==> src/rtl/dmem_arbiter.sv <==
// dmem_arbiter: round-robin arbiter sharing one single-port data memory between two masters,
// with a registered command stage and a two-stage tag pipeline routing read data to its owner.
module dmem_arbiter #(
  parameter int ADDR_DEPTH = 14
) (
  input  logic                  CLK,
  input  logic                  RST,
  input  logic                  A_REQ,
  input  logic                  A_WE,
  input  logic [ADDR_DEPTH-1:0] A_ADDR,
  input  logic [31:0]           A_WDATA,
  input  logic [1:0]            A_BYTE_SEL,
  input  logic                  A_SIGN,
  input  logic                  B_REQ,
  input  logic                  B_WE,
  input  logic [ADDR_DEPTH-1:0] B_ADDR,
  input  logic [31:0]           B_WDATA,
  input  logic [1:0]            B_BYTE_SEL,
  input  logic                  B_SIGN,
  output logic                  A_GNT,
  output logic                  B_GNT,
  output logic                  A_RVALID,
  output logic                  B_RVALID,
  output logic [31:0]           A_RDATA,
  output logic [31:0]           B_RDATA,
  output logic                  M_RDEN,
  output logic                  M_WEN,
  output logic [ADDR_DEPTH-1:0] M_ADDR,
  output logic [31:0]           M_DATA_IN,
  output logic [1:0]            M_BYTE_SEL,
  output logic                  M_SIGN,
  input  logic [31:0]           M_DATA_OUT
);
  // last_q = 1 means port B was granted most recently
  logic last_q, last_d;
  logic gnt, we_w, resp_v;
  logic m_rden_q, m_rden_d, m_wen_q, m_wen_d, m_sign_q, m_sign_d;
  logic [ADDR_DEPTH-1:0] m_addr_q, m_addr_d;
  logic [31:0] m_data_q, m_data_d;
  logic [1:0] m_bsel_q, m_bsel_d;
  logic s1_v_q, s1_v_d, s1_own_q, s1_own_d, s1_rd_q, s1_rd_d;
  logic s2_v_q, s2_own_q, s2_rd_q;
  assign A_GNT = A_REQ & (~B_REQ | last_q);
  assign B_GNT = B_REQ & (~A_REQ | ~last_q);
  assign gnt   = A_GNT | B_GNT;
  assign we_w  = B_GNT ? B_WE : A_WE;
  always_comb begin
    last_d   = gnt ? B_GNT : last_q;
    m_rden_d = gnt & ~we_w;
    m_wen_d  = gnt & we_w;
    m_addr_d = gnt ? (B_GNT ? B_ADDR : A_ADDR) : m_addr_q;
    m_data_d = gnt ? (B_GNT ? B_WDATA : A_WDATA) : m_data_q;
    m_bsel_d = gnt ? (B_GNT ? B_BYTE_SEL : A_BYTE_SEL) : m_bsel_q;
    m_sign_d = gnt ? (B_GNT ? B_SIGN : A_SIGN) : m_sign_q;
    s1_v_d   = gnt;
    s1_own_d = B_GNT;
    s1_rd_d  = ~we_w;
  end
  always_ff @(posedge CLK or posedge RST) begin
    if (RST) begin
      last_q   <= 1'b1;
      m_rden_q <= 1'b0;
      m_wen_q  <= 1'b0;
      m_addr_q <= '0;
      m_data_q <= '0;
      m_bsel_q <= '0;
      m_sign_q <= 1'b0;
      s1_v_q   <= 1'b0;
      s1_own_q <= 1'b0;
      s1_rd_q  <= 1'b0;
      s2_v_q   <= 1'b0;
      s2_own_q <= 1'b0;
      s2_rd_q  <= 1'b0;
    end else begin
      last_q   <= last_d;
      m_rden_q <= m_rden_d;
      m_wen_q  <= m_wen_d;
      m_addr_q <= m_addr_d;
      m_data_q <= m_data_d;
      m_bsel_q <= m_bsel_d;
      m_sign_q <= m_sign_d;
      s1_v_q   <= s1_v_d;
      s1_own_q <= s1_own_d;
      s1_rd_q  <= s1_rd_d;
      s2_v_q   <= s1_v_q;
      s2_own_q <= s1_own_q;
      s2_rd_q  <= s1_rd_q;
    end
  end
  assign resp_v     = s2_v_q & s2_rd_q;
  assign A_RVALID   = resp_v & ~s2_own_q;
  assign B_RVALID   = resp_v & s2_own_q;
  assign A_RDATA    = A_RVALID ? M_DATA_OUT : '0;
  assign B_RDATA    = B_RVALID ? M_DATA_OUT : '0;
  assign M_RDEN     = m_rden_q;
  assign M_WEN      = m_wen_q;
  assign M_ADDR     = m_addr_q;
  assign M_DATA_IN  = m_data_q;
  assign M_BYTE_SEL = m_bsel_q;
  assign M_SIGN     = m_sign_q;
endmodule

==> config.mk <==
export PLATFORM = sky130hd
export DESIGN_NAME = dmem_arbiter
export DESIGN_NICKNAME = d
export VERILOG_FILES = /design/src/rtl/dmem_arbiter.sv
export SDC_FILE = /design/constraint.sdc
export NUM_CORES = 1
export LEC_CHECK = 0
export BUFFER_PORTS_ARGS = -buffer_cell sky130_fd_sc_hd__buf_2
export CAP_MARGIN = 20
export CORE_UTILIZATION = 26
export DETAILED_ROUTE_END_ITERATION = 12
export SYNTH_ARGS = -nofsm -noshare
export SYNTH_HDL_FRONTEND = slang
export SYNTH_SLANG_ARGS = --single-unit
==> constraint.sdc <==
create_clock -name CLK -period 4.6 [get_ports CLK]
set_input_delay 0.69 -clock CLK [delete_from_list [all_inputs] [get_ports CLK]]
set_output_delay 0.69 -clock CLK [all_outputs]
set_load 0.02 [all_outputs]
# [Yosys cells after proc, flatten, opt, wreduce, memory -nomap -nowiden]
# Index checks and enable logic that the tools add are counted.
[totals] ff_bits=58 in_bits=136 output_inout_bits=119 elab_cells=35
[op_classes] n_mux=7 bitwise=15
[op_table] cell="32-bit two-way mux" n=3
[op_table] cell="14-bit two-way mux" n=1
[op_table] cell="1-bit bitwise AND" n=7
[op_table] cell="1-bit inverter" n=5
[op_table] cell="1-bit OR" n=3
[op_table] cell="1-bit two-way mux" n=2
[op_table] cell="2-bit two-way mux" n=1

# [Depth between registers and ports, before layout]
[logic_depth] word_depth=6 depth_mapped=5 depth_no_buf=4

# [Least setup slack after synthesis]
# Ideal clock, no wire load.
[synth_path] path_kind="input -> output" start="in A_REQ" end="out B_GNT" t_arrival_ps=1213 t_required_ps=3910 slack_ps=2697 cell_stages=2 n_path_buf=1 path_cell_list="clkbuf_1 -> a21boi_2"
[synth_via] elab_chain_len=3
[synth_rtl] element="from (decl)" line="8" source="input logic A_REQ,"
[synth_rtl] element="1-bit inverter" line="44" source="assign B_GNT = B_REQ & (~A_REQ | ~last_q);"
[synth_rtl] element="1-bit OR" line="44"
[synth_rtl] element="1-bit bitwise AND" line="44"
[synth_rtl] element="to (decl)" line="21" source="output logic B_GNT,"
# No other way between the ends.

# [Worst setup path after layout]
[layout_path] start="reg last_q" end="out A_GNT"
[layout_via] elab_chain_len=2
[layout_rtl] element="from (decl)" line="35" source="logic last_q, last_d;"
[layout_rtl] element="from (signal assigned)" line="75" source="last_q <= last_d;"
[layout_rtl] element="1-bit OR" line="43" source="assign A_GNT = A_REQ & (~B_REQ | last_q);"
[layout_rtl] element="1-bit bitwise AND" line="43"
[layout_rtl] element="to (decl)" line="20" source="output logic A_GNT,"
# No other way between the ends.

==> flow_summary.json <==
{
  "rr_endpoint": "M_DATA_IN[2]",
  "viasPerCell": 4.727,
  "path_delay_family": "flip-flops",
  "grt-ovfl-total": 0,
  "finalHoldViolCount": 0,
  "fin_setup_tns_ns": 0,
  "mostFrequentLayoutCells": "252 x buf_2, 64 x and2_1, 57 x dfrtp_1",
  "drc": 0,
  "totalWireLength_um": 11880,
  "ys.warnings.count": 0,
  "antenna_found_initial": 2,
  "globalplace.congestion": 0.8770,
  "num_vias": 3706,
  "min_to": "s2_v_q",
  "synth_xor_xnor_area_share_pct": 0,
  "setup_viol": 0,
  "port_buffers": 254,
  "synth-simple-area-share_pct": 23.60,
  "h-tree-depth": 3,
  "ys_types": 22,
  "cts-root-buf": "clkbuf_16",
  "core_area_sq_mm": 0.01345,
  "dp_hpwl_um": 8679,
  "utilization_pct": 38.94,
  "synthToLayoutAreaGrowth_pct": 43.83,
  "status": "completed",
  "maxSlewViolCount": 0,
  "power.leakage_uw": 0.002932,
  "crit_path_max_incr_delay_ns": 1.06,
  "floorplan.initialDensity_pct": 27.07,
  "synth_seq_cells": 58,
  "hold_path_startpoint": "s1_v_q",
  "synth.avg_cell_area_sq_um": 9.791,
  "max-slew-margin-rel_pct": 28.05,
  "die_area_sq_mm": 0.01449,
  "chipWidth_um": 120.4,
  "syn_inst": 372,
  "crit_arrival_ns": 2.00,
  "required_ns": 3.91,
  "fin_nets": 738,
  "grt_use_total_pct": 15.94,
  "cts_tree": "yes",
  "clock-sinks": 58,
  "clock_skew_ns": 0.006856,
  "hold_path_depth": 0,
  "vdd_drop_max_mv": 0.1693,
  "end_kind": "output port",
  "drive_above_1_share_pct": 45.80,
  "seq_area_frac_synth_pct": 39.88,
  "critical_path.cell_chain": "nand2b_2 > nand2_1 > inv_2 > buf_2",
  "synth_mux_area_share_pct": 13.74,
  "r2r_slack_ns": 2.38,
  "rr_worst_depth": 4,
  "worst_r2r_startpoint": "last_q",
  "critPathKind": "flip-flop to output port",
  "holdBufCountCts": 0,
  "final_common_cell": "buf_2",
  "dr.pass1.iters": 4,
  "dpl_cell_area_sq_mm": 0.004940,
  "cp_num_buf_inv": 2,
  "drv_cap": 0,
  "grt_pass1_wl_um": 18110,
  "power_density_mw_per_mm2": 344.4,
  "grt_max_degree": 103,
  "clk_pin_slew_ns": 0.05,
  "post-route-period-util_pct": 58.48,
  "drt-initial-drc-count": 139,
  "die_h_um": 120.4,
  "synth_fa_ha_area_share_pct": 0,
  "syn_area_sq_mm": 0.003642,
  "synth-compound-area-share_pct": 16.01,
  "tightestPinTransition_ns": 1.079,
  "ant_nets": 0,
  "design_area_sq_mm": 0.005239,
  "synth_fp_nets": 508,
  "hp-class": "flip-flop to flip-flop",
  "crit_fanout": 52,
  "post_drt_wl_per_cell_um": 15.15,
  "synth_top_family_by_area": "simple AND/OR/NAND/NOR gates",
  "core.rowCount": 42,
  "startpoint_type": "flip-flop",
  "numCtsBuffers": 9,
  "clkLatencyLatePin_ns": 0.32,
  "ios": 255,
  "cts_buffer_depth": 2,
  "ctsResizeCount": 0,
  "critPathSlowestCell": "dfstp_2",
  "finalCriticalPeriod_ns": 2.690,
  "fmax_mhz": 371.8,
  "rsz0062_at_grt": "false",
  "grt_pass1_vias": 3555,
  "postCtsSetupBuffers": 0
}
sequential cells by signal, indices dropped and copies added, names as in the netlist:
name	cells
s1_v_q	1
M_RDEN	1
s2_v_q	1
M_DATA_IN	32
M_BYTE_SEL	2
M_ADDR	14
M_WEN	1
s2_own_q	1
s1_rd_q	1
last_q	1
M_SIGN	1
s2_rd_q	1
s1_own_q	1
power breakdown:
group          total, uW  internal (uW)  switching, uW
clock                662            432            230
sequential           632            579           52.9
combinational        511            212            299
total               1800           1220            582
per-layer routing:
layer / vias up / track usage, % / routed length, um
met5: - / 0 / 0
met4: 0 / 5.478 / 145
met3: 11 / 3.302 / 805
met2: 167 / 30.14 / 6288
met1: 1729 / 17.47 / 4637
li1: 1799 / - / -
synth_stat cells:
cell	instances	area, sq um
and2_1	64	400.4
dfrtp_1	57	1426
mux2i_1	50	500.5
o21ai_1	50	250.2
a31oi_1	49	306.5
and3b_1	49	429.2
clkbuf_1	15	56.30
buf_2	11	55.05
buf_6	6	67.56
buf_4	5	37.54
inv_1	3	11.26
clkbuf_4	2	15.01
nand2_1	2	7.510
a21boi_2	1	11.26
a22o_1	1	8.760
and3_1	1	6.260
dfstp_2	1	26.28
inv_2	1	3.750
nand2b_1	1	6.260
nor2_1	1	3.750
o22ai_1	1	6.260
or2_1	1	6.260
metrics by stage:
stage,setup WS (ns),cells,hold slack (ns),power (uW)
3_5_place_dp,2.034,767,0.3396,1155
5_1_grt,1.714,784,0.3592,1907
6_report,1.910,784,0.3472,1804
2_1_floorplan,2.484,372,0.3312,960.0
4_1_cts,1.893,783,0.3512,1833
3_3_place_gp,2.054,767,0.3345,1143
layout make-up:
| cell class | instances | area [sq um] |
|---|---|---|
| Antenna cell | 1 | 2.502 |
| Clock buffer | 11 | 242.7 |
| Clock inverter | 5 | 53.80 |
| Fill cell | 1381 | 8214 |
| Inverter | 4 | 15.01 |
| Multi-Input combinational cell | 271 | 1946 |
| Sequential cell | 58 | 1453 |
| Tap cell | 176 | 220.2 |
| Timing Repair Buffer | 258 | 1306 |
worst max path at each step:
stage                     slack [ns]  depth (start not counted)    from   endpoint
after CTS                       1.89                          4  last_q      A_GNT
after global routing            1.71                          4  last_q      A_GNT
final                           1.91                          4  last_q      A_GNT
after floorplan                 2.48                          1     RST  M_ADDR[0]
after detailed placement        2.03                          4   A_REQ      A_GNT
after global placement          2.05                          4   A_REQ      A_GNT
worst register-to-register path, stage by stage, from the launching register on:
cell and delay (ns):
dfstp_2 1.06, nand2b_2 0.27, buf_4 0.48, a31oi_1 0.20, o21ai_1 0.13
kinds of logic after synthesis:
kind of cell / Yosys count
AO/OA/AOI/OAI: 102
buffers and inverters: 43
flip-flops: 58
AND/OR/NAND/NOR: 119
multiplexers: 50
Power figures use the tool's default switching activity.
